## src/rtl/z_result_reg.sv

```systemverilog
// Z result register: captures a 2*DATA_W ALU result into Zhigh/Zlow, waiting up to
// TIMEOUT cycles for a late valid strobe. Optional flag registers under Z_RESULT_FLAGS_EN.
module z_result_reg #(
  parameter int DATA_W  = 32,
  parameter int TIMEOUT = 64
) (
  input  logic                  clock,
  input  logic                  reset,
  input  logic                  Zin,
  input  logic                  alu_valid,
  input  logic [2*DATA_W-1:0]   alu_result,
  input  logic                  Zlowout,
  input  logic                  Zhighout,
  output logic [DATA_W-1:0]     busout,
  output logic                  z_busy,
  output logic                  z_ready,
  output logic                  z_timeout,
  output logic                  z_zero,
  output logic                  z_neg
);

  localparam int CNT_W = (TIMEOUT > 1) ? $clog2(TIMEOUT) : 1;
  localparam logic [CNT_W-1:0] CNT_LAST = CNT_W'(TIMEOUT - 1);

  typedef enum logic [1:0] {S_IDLE, S_WAIT, S_FULL} state_t;

  state_t              state_q, state_d;
  logic [CNT_W-1:0]    cnt_q, cnt_d;
  logic [DATA_W-1:0]   zlow_q, zlow_d;
  logic [DATA_W-1:0]   zhigh_q, zhigh_d;
  logic                tmo_q, tmo_d;
  logic                capture;

  always_comb begin
    state_d = state_q;
    cnt_d   = cnt_q;
    tmo_d   = tmo_q;
    capture = 1'b0;
    if (Zin) begin
      // A new request always restarts, whatever the current state.
      tmo_d = 1'b0;
      if (alu_valid) begin
        capture = 1'b1;
        state_d = S_FULL;
      end else begin
        state_d = S_WAIT;
        cnt_d   = '0;
      end
    end else if (state_q == S_WAIT) begin
      if (alu_valid) begin
        capture = 1'b1;
        state_d = S_FULL;
      end else if (cnt_q == CNT_LAST) begin
        state_d = S_FULL;
        tmo_d   = 1'b1;
      end else begin
        cnt_d = cnt_q + CNT_W'(1);
      end
    end
  end

  always_comb begin
    zlow_d  = zlow_q;
    zhigh_d = zhigh_q;
    if (capture) begin
      zlow_d  = alu_result[DATA_W-1:0];
      zhigh_d = alu_result[2*DATA_W-1:DATA_W];
    end
  end

  always_ff @(posedge clock) begin
    if (reset) begin
      state_q <= S_IDLE;
      cnt_q   <= '0;
      zlow_q  <= '0;
      zhigh_q <= '0;
      tmo_q   <= 1'b0;
    end else begin
      state_q <= state_d;
      cnt_q   <= cnt_d;
      zlow_q  <= zlow_d;
      zhigh_q <= zhigh_d;
      tmo_q   <= tmo_d;
    end
  end

`ifdef Z_RESULT_FLAGS_EN
  logic zero_q, zero_d;
  logic neg_q, neg_d;

  always_comb begin
    zero_d = zero_q;
    neg_d  = neg_q;
    if (capture) begin
      zero_d = (alu_result == '0);
      neg_d  = alu_result[2*DATA_W-1];
    end
  end

  always_ff @(posedge clock) begin
    if (reset) begin
      zero_q <= 1'b0;
      neg_q  <= 1'b0;
    end else begin
      zero_q <= zero_d;
      neg_q  <= neg_d;
    end
  end

  assign z_zero = zero_q;
  assign z_neg  = neg_q;
`else
  assign z_zero = 1'b0;
  assign z_neg  = 1'b0;
`endif

  always_comb begin
    busout = '0;
    if (Zlowout)       busout = zlow_q;
    else if (Zhighout) busout = zhigh_q;
  end

  assign z_busy    = (state_q == S_WAIT);
  assign z_ready   = (state_q == S_FULL);
  assign z_timeout = tmo_q;

endmodule

```

## config.mk

```make
export PLATFORM = sky130hd
export DESIGN_NAME = z_result_reg
export DESIGN_NICKNAME = d
export VERILOG_FILES = /design/src/rtl/z_result_reg.sv
export SDC_FILE = /design/constraint.sdc
export NUM_CORES = 1
export LEC_CHECK = 0
export ABC_CLOCK_PERIOD_IN_PS = 1810
export BUFFER_PORTS_ARGS = -buffer_cell sky130_fd_sc_hd__buf_2
export CAP_MARGIN = 20
export CORE_UTILIZATION = 50
export CTS_CLUSTER_DIAMETER = 30
export CTS_CLUSTER_SIZE = 16
export DETAILED_ROUTE_END_ITERATION = 8
export PLACE_DENSITY = 0.88
export SKIP_CTS_REPAIR_TIMING = 1
export SLEW_MARGIN = 5
export SYNTH_ARGS = -nofsm -noshare
export SYNTH_HDL_FRONTEND = slang
export SYNTH_SLANG_ARGS = --single-unit
```

## constraint.sdc

```tcl
create_clock -name clock -period 1.81 [get_ports clock]
set_input_delay 0.2715 -clock clock [delete_from_list [all_inputs] [get_ports clock]]
set_output_delay 0.2715 -clock clock [all_outputs]
set_load 0.05 [all_outputs]
```

==> metrics <==
DR iter-0 viols=around 210; RR Startpoint=cnt_q[0]$_SDFFE_PP0P_; # rows=28; slowest stage delay, CP=about 400 ps; Nets=604; IO Port Bufs=between 100 and 150; GR Overflow Total=0; Fin. Hold Viols=0; CTS tree=built; 1st-pass router iterations=5; CTS buffer count=9; via count=around 3300; number of distinct library cells after synthesis=34; Cell Area, Synth=3140 µm²; Post-synth ARST share=0%; htree depth=3; Ys Warns=0; Lkg Pwr=between 1.5 and 2 nW; f_max=~570 MHz; top-level I/O count=approximately 110; Crit path max-delay family=simple AND/OR/NAND/NOR gates; Mapped Cells=446; Layout Utilization=65.0%; Mapped Avg Cell Area=around 7 µm²; CP Buf/Inv Count=1; share of cells above drive strength 1=between 20% and 30%; CTS clk-pin slew, worst paths=80 ps; #FFs+latches synth=73; Crit Path Max Fanout=5; crit-path cells=nor2b_1 -> buf_2; Final HPWL DP=5.42 mm; Layout area overhead=24.2%; drt wl/cell=~13 µm; startpoint types=register; maximum clock insertion buffer count=2; PD cells=roughly 900 nW/µm²; hold path start=alu_result[35]; CP endpoint kind=output port; most common library cell in the layout ignoring fill and taps=nand2_1; Setup-failing EPs final=0; Antenna Cells=0; initial antenna violation count=0; worst min path class=input pin to register; post-route cell area=a little under 4000 µm²; period utilization=between 90% and 100%; slowest CP cell=nor2b_1; Final GP Congestion=~0.85; Worst Skew=between 8 and 9 ps; Die H=between 80 and 90 µm; Critical Path Start=state_q[0]$_SDFFE_PP0P_; first-pass GRT wire length=12.2 mm; worst setup margin=around 55 ps; Req. time, crit path=approximately 1500 ps; worst skew pair latency=about 350 ps; Total Routed Length=between 7 and 8 mm; total track usage=roughly a quarter; clock sink total=73; critical path type=register to output port; DRC=0; Fill cells=between 500 and 600; die area=between 6000 and 7000 µm²; register area share after synthesis=between 40 and 50%; Starting Density=52.3%; Post-DRT Antenna Nets=0; maximum VDD drop=about 500 µV; most frequent cells in the layout=nand2_1 (195), buf_2 (104), dfxtp_1 (73), a21oi_1 (71), o21ai_0 (31); arrival time worst endpoint=around 1500 ps; Main synth FF type=dfxtp_1; min cycle time layout=1750 ps; outcome=complete, no violations; Max-Cap Viols=0; vias in the first global route=approximately 2800; number of synthesized flops with an enable pin=0; pre-CTS WS=slightly below 200 ps; RSZ-0062 raised after global routing=no; Die X=81.2 µm; core area=5990 µm²; Root Driver=clkbuf_8; Post-DP Area=between 3000 and 4000 µm²; Vias per Instance=5.32; max-slew violation count=0; largest net degree at the start of global routing=65
worst min-delay path: stages:
cell and delay [ps]:
buf_2 90, nand2_1 40, a21oi_1 50
logic make-up after synthesis:
| kind of cell | Yosys count | synth area share (%) |
|---|---|---|
| buffers and inverters | 39 | 5.71 |
| other | 1 | 0.120 |
| AND/OR/NAND/NOR | 217 | 27.7 |
| AO/OA/AOI/OAI | 115 | 19.4 |
| flip-flops | 73 | 46.6 |
| adder cells (fa/ha/maj) | 1 | 0.399 |
registers in the layout, summed over array words and instances, names as in the netlist:
signal / count
zhigh_q: 32
z_timeout: 1
cnt_q: 6
zlow_q: 32
state_q: 2
where the power goes:
group	internal, mW	switching, mW	leakage (nW)
logic	0.174	0.374	0.922
clock network	0.669	0.589	0.0953
registers	1.68	0.0416	0.597
cell type report:
cell class                 instances  area (µm²)  area share (%)
clock buffer                      11         141            3.63
clock inverter                     5        55.1            1.41
inverter                           3        11.3           0.289
multi-input combinational        335        1510            38.7
sequential                        73        1460            37.5
tap                               75        93.8            2.41
timing repair buffer             111         623            16.0
Yosys cell counts (2+ instances only):
library cell  number  share of area (%)
nand2_1          195                 23
buf_4              2               0.48
a21oi_1           71                 11
nor3_1             2               0.32
inv_1              3               0.36
nand3_1            3               0.48
and4_1             2               0.56
clkbuf_1          18                2.2
o21ai_0           33                5.3
nand4_1            3               0.60
dfxtp_1           73                 47
o21ai_2            2               0.56
buf_2             14                2.2
nor2_1             5               0.60
through the flow:
stage / setup TNS (ps) / hold WS (ps) / total power, mW / instances
3_3_place_gp: 0 / 443 / 2.30 / 597
4_1_cts: 0 / 143 / 3.55 / 613
3_5_place_dp: 0 / 447 / 2.31 / 597
2_1_floorplan: -5370 / 407 / 2.13 / 447
6_report: 0 / 151 / 3.53 / 613
5_1_grt: 0 / 150 / 3.68 / 613
routing by layer:
| layer | vias up | share of wire (%) | routed length, µm | track usage (%) |
|---|---|---|---|---|
| met5 | - | 0 | 0 | 0 |
| met4 | 0 | 1.6 | 125 | 11.1 |
| met3 | 12 | 7.7 | 615 | 5.73 |
| met2 | 130 | 47 | 3740 | 40.6 |
| met1 | 1489 | 44 | 3480 | 29.8 |
| li1 | 1631 | - | - | - |
path summary, 6_finish.rpt:
| check | endpoint | cells after the start | slack (ps) |
|---|---|---|---|
| worst max-delay path | z_busy | 2 | 60 |
| worst min-delay path | zhigh_q[3]$_SDFFE_PP0P_ | 3 | 150 |
| worst max register to register | state_q[1]$_SDFFE_PP0P_ | 5 | 210 |
| worst min register to register | zlow_q[7]$_SDFFE_PP0P_ | 2 | 450 |
Power figures use the tool's default switching activity.
